--- config.mk ---
export PLATFORM = sky130hd
export DESIGN_NAME = uart_tx_arbiter_flat
export DESIGN_NICKNAME = d
export VERILOG_FILES = /design/src/rtl/uart_tx_arbiter_if.sv /design/src/rtl/uart_tx_arbiter.sv /design/src/flat_wrapper.sv
export SDC_FILE = /design/constraint.sdc
export NUM_CORES = 1
export LEC_CHECK = 0
export CAP_MARGIN = 25
export CORE_MARGIN = 8
export CORE_UTILIZATION = 47
export CTS_CLUSTER_SIZE = 40
export DETAILED_ROUTE_END_ITERATION = 8
export PLACE_DENSITY = 0.83
export SLEW_MARGIN = 20
export SYNTH_ARGS = -nofsm -noshare
export SYNTH_HDL_FRONTEND = slang
export SYNTH_SLANG_ARGS = --single-unit
--- constraint.sdc ---
create_clock -name clk -period 3.1 [get_ports clk]
set_input_delay 0.31 -clock clk [delete_from_list [all_inputs] [get_ports clk]]
set_output_delay 0.31 -clock clk [all_outputs]
set_load 0.02 [all_outputs]
--- src/rtl/uart_tx_arbiter_if.sv ---
// uart_tx_arbiter_if: two byte-source handshakes plus the serializer load/busy link
interface uart_tx_arbiter_if #(parameter int DATA_W = 8);
  logic s0_valid, s0_last, s0_ready;
  logic [DATA_W-1:0] s0_data;
  logic s1_valid, s1_last, s1_ready;
  logic [DATA_W-1:0] s1_data;
  logic tx_start, tx_busy;
  logic [DATA_W-1:0] tx_data;
  logic [1:0] grant;
  modport master (
    output s0_valid, s0_data, s0_last, s1_valid, s1_data, s1_last, tx_busy,
    input  s0_ready, s1_ready, tx_start, tx_data, grant
  );
  modport slave (
    input  s0_valid, s0_data, s0_last, s1_valid, s1_data, s1_last, tx_busy,
    output s0_ready, s1_ready, tx_start, tx_data, grant
  );
endinterface

--- src/rtl/uart_tx_arbiter.sv ---
// uart_tx_arbiter: shares one UART serializer between two byte channels with message lock and length cap
// Define UART_ARB_RR_EN for round-robin ties; otherwise channel 0 has fixed priority.
module uart_tx_arbiter #(
  parameter int DATA_W = 8,
  parameter int LOCK_MAX = 16
) (
  input logic clk,
  input logic rst,
  uart_tx_arbiter_if.slave bus
);
  typedef enum logic [1:0] {IDLE, START, WAIT_ACK, WAIT_DONE} state_t;
  localparam logic [7:0] CNT_LIM = 8'(LOCK_MAX - 1);
  state_t state, nxt;
  logic [DATA_W-1:0] data_q;
  logic [7:0] cnt;
  logic owner, locked, sel, sel_valid, sel_last, acc, tie, hold;
`ifdef UART_ARB_RR_EN
  logic last_ch;
  always_ff @(posedge clk or posedge rst)
    if (rst) last_ch <= 1'b1;
    else if (acc) last_ch <= sel;
  assign tie = ~last_ch;
`else
  assign tie = 1'b0;
`endif
  always_ff @(posedge clk or posedge rst)
    if (rst) state <= IDLE;
    else state <= nxt;
  always_comb begin
    sel = locked ? owner : (bus.s0_valid && bus.s1_valid) ? tie : bus.s1_valid;
    sel_valid = sel ? bus.s1_valid : bus.s0_valid;
    sel_last = sel ? bus.s1_last : bus.s0_last;
    acc = !rst && state == IDLE && sel_valid;
    nxt = state == IDLE ? (acc ? START : IDLE) :
          state == START ? WAIT_ACK :
          bus.tx_busy ? WAIT_DONE :
          state == WAIT_ACK ? WAIT_ACK : IDLE;
    hold = !sel_last && cnt < CNT_LIM;
    bus.s0_ready = acc && !sel;
    bus.s1_ready = acc && sel;
    bus.tx_start = state == START;
    bus.tx_data = data_q;
    bus.grant = (state != IDLE || locked) ? {owner, !owner} : 2'b00;
  end
  // hold: this byte keeps the channel locked; otherwise the message (or its cap) ends here
  always_ff @(posedge clk or posedge rst)
    if (rst) begin
      data_q <= '0;
      owner <= 1'b0;
      locked <= 1'b0;
      cnt <= 8'd0;
    end else if (acc) begin
      data_q <= sel ? bus.s1_data : bus.s0_data;
      owner <= sel;
      locked <= hold;
      cnt <= hold ? cnt + 8'd1 : 8'd0;
    end
endmodule

--- src/flat_wrapper.sv ---
// flat-port wrapper written by rule: the top's interface ports become plain ports
module uart_tx_arbiter_flat 
#(
  parameter int DATA_W = 8,
  parameter int LOCK_MAX = 16
)
  (clk, rst, bus_s0_valid, bus_s0_data, bus_s0_last, bus_s1_valid, bus_s1_data, bus_s1_last, bus_tx_busy, bus_s0_ready, bus_s1_ready, bus_tx_start, bus_tx_data, bus_grant);
  uart_tx_arbiter_if #(.DATA_W(DATA_W)) bus_i ();
  input logic clk;
  input logic rst;
  input wire logic [$bits(bus_i.s0_valid)-1:0] bus_s0_valid;
  input wire logic [$bits(bus_i.s0_data)-1:0] bus_s0_data;
  input wire logic [$bits(bus_i.s0_last)-1:0] bus_s0_last;
  input wire logic [$bits(bus_i.s1_valid)-1:0] bus_s1_valid;
  input wire logic [$bits(bus_i.s1_data)-1:0] bus_s1_data;
  input wire logic [$bits(bus_i.s1_last)-1:0] bus_s1_last;
  input wire logic [$bits(bus_i.tx_busy)-1:0] bus_tx_busy;
  output wire logic [$bits(bus_i.s0_ready)-1:0] bus_s0_ready;
  output wire logic [$bits(bus_i.s1_ready)-1:0] bus_s1_ready;
  output wire logic [$bits(bus_i.tx_start)-1:0] bus_tx_start;
  output wire logic [$bits(bus_i.tx_data)-1:0] bus_tx_data;
  output wire logic [$bits(bus_i.grant)-1:0] bus_grant;
  assign bus_i.s0_valid = bus_s0_valid;
  assign bus_i.s0_data = bus_s0_data;
  assign bus_i.s0_last = bus_s0_last;
  assign bus_i.s1_valid = bus_s1_valid;
  assign bus_i.s1_data = bus_s1_data;
  assign bus_i.s1_last = bus_s1_last;
  assign bus_i.tx_busy = bus_tx_busy;
  assign bus_s0_ready = bus_i.s0_ready;
  assign bus_s1_ready = bus_i.s1_ready;
  assign bus_tx_start = bus_i.tx_start;
  assign bus_tx_data = bus_i.tx_data;
  assign bus_grant = bus_i.grant;
  uart_tx_arbiter #(.DATA_W(DATA_W), .LOCK_MAX(LOCK_MAX)) u_core (.clk(clk), .rst(rst), .bus(bus_i));
endmodule
# --- Word level (Yosys, flattened, before mapping) ---
# Cells that the tools add are included.
# Widths: inputs -> output; s select.
totals:
  ff_bits: 20
  latchBits: 0
  mem_bits_rw: 0
  romBits: 0
  inputBits: 23
  output_inout_bits: 13
  elab_cells: 34
  memories: 0
op_classes:
  addsub: 1
  multipliers: 0
  div: 0
  n_lt_le_gt_ge: 1
  n_eq_ne: 2
  shift: 0
  n_mux: 12
  n_bitwise: 0
  n_reduce_logical: 13
op_table:
  columns: ["operator", "count"]
  rows:
  - ["$mux 8", 2]
  - ["$mux 2", 5]
  - ["$add 8x1->8 const B", 1]
  - ["$lt 8x4->1 const B", 1]
  - ["$logic_and 1x1->1", 6]
  - ["$mux 1", 5]
  - ["$logic_not 1->1", 4]
  - ["$eq 2x1->1 const B", 1]
  - ["$eq 2x2->1 const B", 1]
  - ["$logic_not 2->1", 1]
  - ["$reduce_bool 2->1", 1]
  - ["$logic_or 1x1->1", 1]

# --- Longest topological paths before layout ---
depth:
  word_depth: 7
  depth_mapped: 5
  mapped_depth_nobuf: 4

# --- Worst setup path before layout ---
# OpenSTA, ideal clock, no wires.
synth_path:
  path_type: "register to register"
  from: "register u_core.state[0]"
  to: "register u_core.cnt[1]"
  setup_ps: 124
  t_arrival_ps: 1435
  required_ps: 2976
  slack_ps: 1541
  stages_incl_launch_ff: 6
  n_path_buf: 1
  synth_period_minus_slack_ps: 1559
  path_cell_list: "dfrtp_1 -> or3_4 -> a211o_4 -> buf_2 -> nand2_1 -> o41ai_2"
synth_between:
  elab_chain_cells: 3
synth_rtl:
  columns: ["item", "line_no", "source"]
  rows:
  - ["from (decl)", "uart_tx_arbiter.sv:13", "state_t state, nxt;"]
  - ["from (signal assigned)", "uart_tx_arbiter.sv:28", "else state <= nxt;"]
  - ["$logic_not 2->1", "uart_tx_arbiter.sv:33", "acc = !rst && state == IDLE && sel_valid;"]
  - ["$logic_and 1x1->1 (2 in series)", "uart_tx_arbiter.sv:33", null]
  - ["to (signal assigned)", "uart_tx_arbiter.sv:56", "cnt <= hold ? cnt + 8'd1 : 8'd0;"]
  - ["to (decl)", "uart_tx_arbiter.sv:15", "logic [7:0] cnt;"]
# Every way passes these cells.
# A chain may end at the register's enable or synchronous reset.

# --- Final worst setup path ---
layout_path:
  from: "register u_core.locked"
  to: "output port bus_s1_ready"
layout_between:
  elab_chain_cells: 4
layout_rtl:
  columns: ["item", "line_no", "source"]
  rows:
  - ["from (decl)", "uart_tx_arbiter.sv:16", "logic owner, locked, sel, sel_valid, sel_last, acc, tie, hold;"]
  - ["from (signal assigned)", "uart_tx_arbiter.sv:55", "locked <= hold;"]
  - ["$mux 1 (*)", "uart_tx_arbiter.sv:30", "sel = locked ? owner : (bus.s0_valid && bus.s1_valid) ? tie : bus.s1_valid;"]
  - ["$mux 1", "uart_tx_arbiter.sv:31", "sel_valid = sel ? bus.s1_valid : bus.s0_valid;"]
  - ["$logic_and 1x1->1", "uart_tx_arbiter.sv:33", null]
  - ["$logic_and 1x1->1 (*)", "uart_tx_arbiter.sv:40", "bus.s1_ready = acc && sel;"]
  - ["to (decl)", "flat_wrapper.sv:19", "output wire logic [$bits(bus_i.s1_ready)-1:0] bus_s1_ready;"]
# Every way passes the cells marked *; elsewhere a longest branch is shown, timed or not.

==> results.sh <==
export IMPL_p_sw_share_pct=40.07
export IMPL_rows=16
export IMPL_routed_via_density=5.241
export IMPL_synthToLayoutAreaGrowth_pct=39.28
export IMPL_power_density_nw_per_um2=780.1
export IMPL_die_w_um=62.35
export IMPL_switching_power_mw=0.4396
export IMPL_routed_wl_um=2410
export IMPL_hold_buffers=0
export IMPL_grt_usage_pct=12.62
export IMPL_place_gp_congestion=0.7892
export IMPL_post_cts_buffers=0
export IMPL_slew_violations=0
export IMPL_antenna_cells=0
export IMPL_hpwl_um=1944
export IMPL_instances_no_fill=166
export IMPL_wl_per_cell_um=14.52
export IMPL_cts_sinks=20
export IMPL_place_area_um2=1384
export IMPL_cts_made_buffers=3
export IMPL_path_buf_inv=1
export IMPL_cts_clk_slew_worst_paths_ps=100
export IMPL_final_hold_violation_count=0
export IMPL_rsz0062_at_grt="no"
export IMPL_grt_max_degree=27
export IMPL_dp_cells=163
export IMPL_p_leak_nw=0.6419
export IMPL_irDropWorstVdd_mv=0.5035
export IMPL_yosysWarnings=0
export IMPL_clock_latency_ps=280
export IMPL_final_cell_area_um2=1406
export IMPL_die_area_um2=3888
export IMPL_internal_power_mw=0.6575
export IMPL_max_cap_violations=0
export IMPL_max_clock_path_buffers=2
export IMPL_synthCells=103
export IMPL_grt_pass1_wl_um=4195
export IMPL_p_clk_share_pct=10.6
export IMPL_antenna_found_initial=0
export IMPL_fin_total_pwr_mw=1.097
export IMPL_timing_final_crit_share_pct=78.78
export IMPL_cp_slowest_stage_delay_ps=560
export IMPL_drtPass1Iterations=4
export IMPL_max_freq_ghz=0.4095
export IMPL_cp_cell_sequence="and2_1, nor2_2, nor2_1, clkdlybuf4s50_1"
export IMPL_synth_fp_nets=127
export IMPL_synth_cell_type_count=28
export IMPL_ys_ff_latch=20
export IMPL_cp_data_arrival_time_ps=2130
export IMPL_cts_repair_resized=0
export IMPL_ys_seq_area_share_pct=49.57
export IMPL_port_buffers=35
export IMPL_core_um2=2002
export IMPL_via_count=870
export IMPL_end_kind="primary output"
export IMPL_setup_viol=0
export IMPL_cpMaxStageDelayCell="clkdlybuf4s50_1"
export IMPL_maxSlewHeadroom_pct=50.73
export IMPL_drt_initial_drc_count=26
export IMPL_drive_above_1_share_pct=6.475
export IMPL_pre_cts_ws_ps=651.8
export IMPL_setup_ws_ps=657.9
export IMPL_die_h_um=62.35
export IMPL_root_buffer="clkbuf_4"
export IMPL_fin_skew_ps=1.227
export IMPL_p_comb_share_pct=49.9
export IMPL_cts_tree="built"
export IMPL_initial_utilization_pct=50.44
export IMPL_ios=36
export IMPL_tightest_slew_ps=738.2
export IMPL_outcome="finished, final reports clean"
export IMPL_setup_tns_ps=0
export IMPL_synth_avg_cell_area_um2=9.803
export IMPL_overflow=0
export IMPL_critPathLaunchType="flip-flop"
export IMPL_grt_pass1_vias=900
export IMPL_fin_nets=165
export IMPL_whs_ps=496.7
export IMPL_h_tree_depth=1
export IMPL_ant_nets=0
export IMPL_cp_max_fo=9
export IMPL_postLayoutCoreUtil_pct=70.25
export IMPL_seq_power_share_pct=39.5
export IMPL_drc_errors=0
export IMPL_synthesis_area_um2=1010
export IMPL_cp_data_required_time_ps=2790
export IMPL_finalCriticalPeriod_ps=2442
export IMPL_path_delay_family="simple AND/OR/NAND/NOR gates"
export IMPL_min_path_type="reg2reg"
export IMPL_crit_type="reg2out"
## cell usage in the layout, fill, tap and decap left out, types with 2 or more instances in the layout
master | synthesis | final
a31oi_1 | 2 | 2
and2_1 | 5 | 5
clkbuf_4 | 0 | 3
clkdlybuf4s50_1 | 0 | 35
dfrtp_1 | 20 | 20
inv_1 | 5 | 5
mux2i_1 | 9 | 9
nand2_1 | 17 | 17
nand3_1 | 3 | 3
nand4_1 | 2 | 2
nor2_1 | 8 | 8
nor2b_1 | 3 | 3
nor3_1 | 2 | 2
o21ai_1 | 10 | 10
## cell families (layout without fill, tap and decap cells)
family / after synthesis / in the layout / synth area share [%]
DFF: 20 / 20 / 49.57
and+or+nand+nor: 46 / 46 / 23.05
AOI/OAI and AO/OA: 20 / 20 / 14.38
buffers and inverters: 7 / 43 / 2.850
muxes: 9 / 9 / 8.922
adders and majority gates: 1 / 1 / 1.239
## power groups by stage
stage          sequential [mW]  clock [mW]  combinational (mW)
6_report                 0.433       0.116               0.548
5_1_grt                  0.448       0.129               0.603
3_5_place_dp             0.441           0               0.556
2_1_floorplan            0.483           0               0.278
3_3_place_gp             0.433           0               0.538
4_1_cts                  0.435       0.121               0.557
## path summary, 6_finish.rpt
| check | endpoint | slack [ps] | startpoint | depth (start not counted) |
|---|---|---|---|---|
| max | bus_s1_ready | 660 | u_core.locked | 4 |
| min | u_core.cnt[7] | 500 | u_core.cnt[7] | 1 |
| max reg2reg | u_core.cnt[1] | 1370 | u_core.state[1] | 3 |
| min reg2reg | u_core.cnt[7] | 500 | u_core.cnt[7] | 1 |
| max in group asynchronous | u_core.bus.tx_data[4] | 2120 | rst | 2 |
| min in group asynchronous | u_core.state[0] | 510 | rst | 2 |
## layout make-up
cell class / instances / area [um2]
clock buffer: 3 / 22.52
inverter: 5 / 18.77
timing repair buffer: 35 / 350.3
multi-input combinational: 76 / 480.5
fill: 180 / 595.6
sequential: 20 / 500.5
tap: 27 / 33.78
## state kept, by name, summed over array words and instances (netlist names)
signal,flops
u_core.bus.tx_data,8
u_core.cnt,8
u_core.state,2
u_core.locked,1
u_core.owner,1
## Yosys cell counts
cell type | number | area (um2)
dfrtp_1 | 20 | 500.5
nand2_1 | 17 | 63.81
o21ai_1 | 10 | 50.05
mux2i_1 | 9 | 90.09
nor2_1 | 8 | 30.03
and2_1 | 5 | 31.28
inv_1 | 5 | 18.77
nand3_1 | 3 | 15.01
nor2b_1 | 3 | 18.77
a31oi_1 | 2 | 12.51
buf_2 | 2 | 10.01
nand4_1 | 2 | 12.51
nor3_1 | 2 | 10.01
a211o_4 | 1 | 17.52
a211oi_2 | 1 | 12.51
a41oi_1 | 1 | 8.760
and3_1 | 1 | 6.260
ha_1 | 1 | 12.51
nand4b_1 | 1 | 8.760
nor2_2 | 1 | 6.260
nor3b_2 | 1 | 12.51
nor4_1 | 1 | 6.260
o21ai_0 | 1 | 5.000
o22ai_1 | 1 | 6.260
o31a_1 | 1 | 8.760
o31ai_1 | 1 | 7.510
o41ai_2 | 1 | 16.27
or3_4 | 1 | 11.26
## routing by layer
layer  vias to the layer above  track usage, %  share of wire, %
li1                        433               -                 -
met1                       416           14.79                42
met2                        19           21.60                52
met3                         2           3.943               6.0
met4                         0           3.419              0.54
met5                         -               0                 0
## worst reg2reg max path, stage by stage, from the launching register on
cell and delay (ps):
dfrtp_1 450, or3_4 410, a211o_4 430, o41ai_2 340
Power figures use the tool's default switching activity.
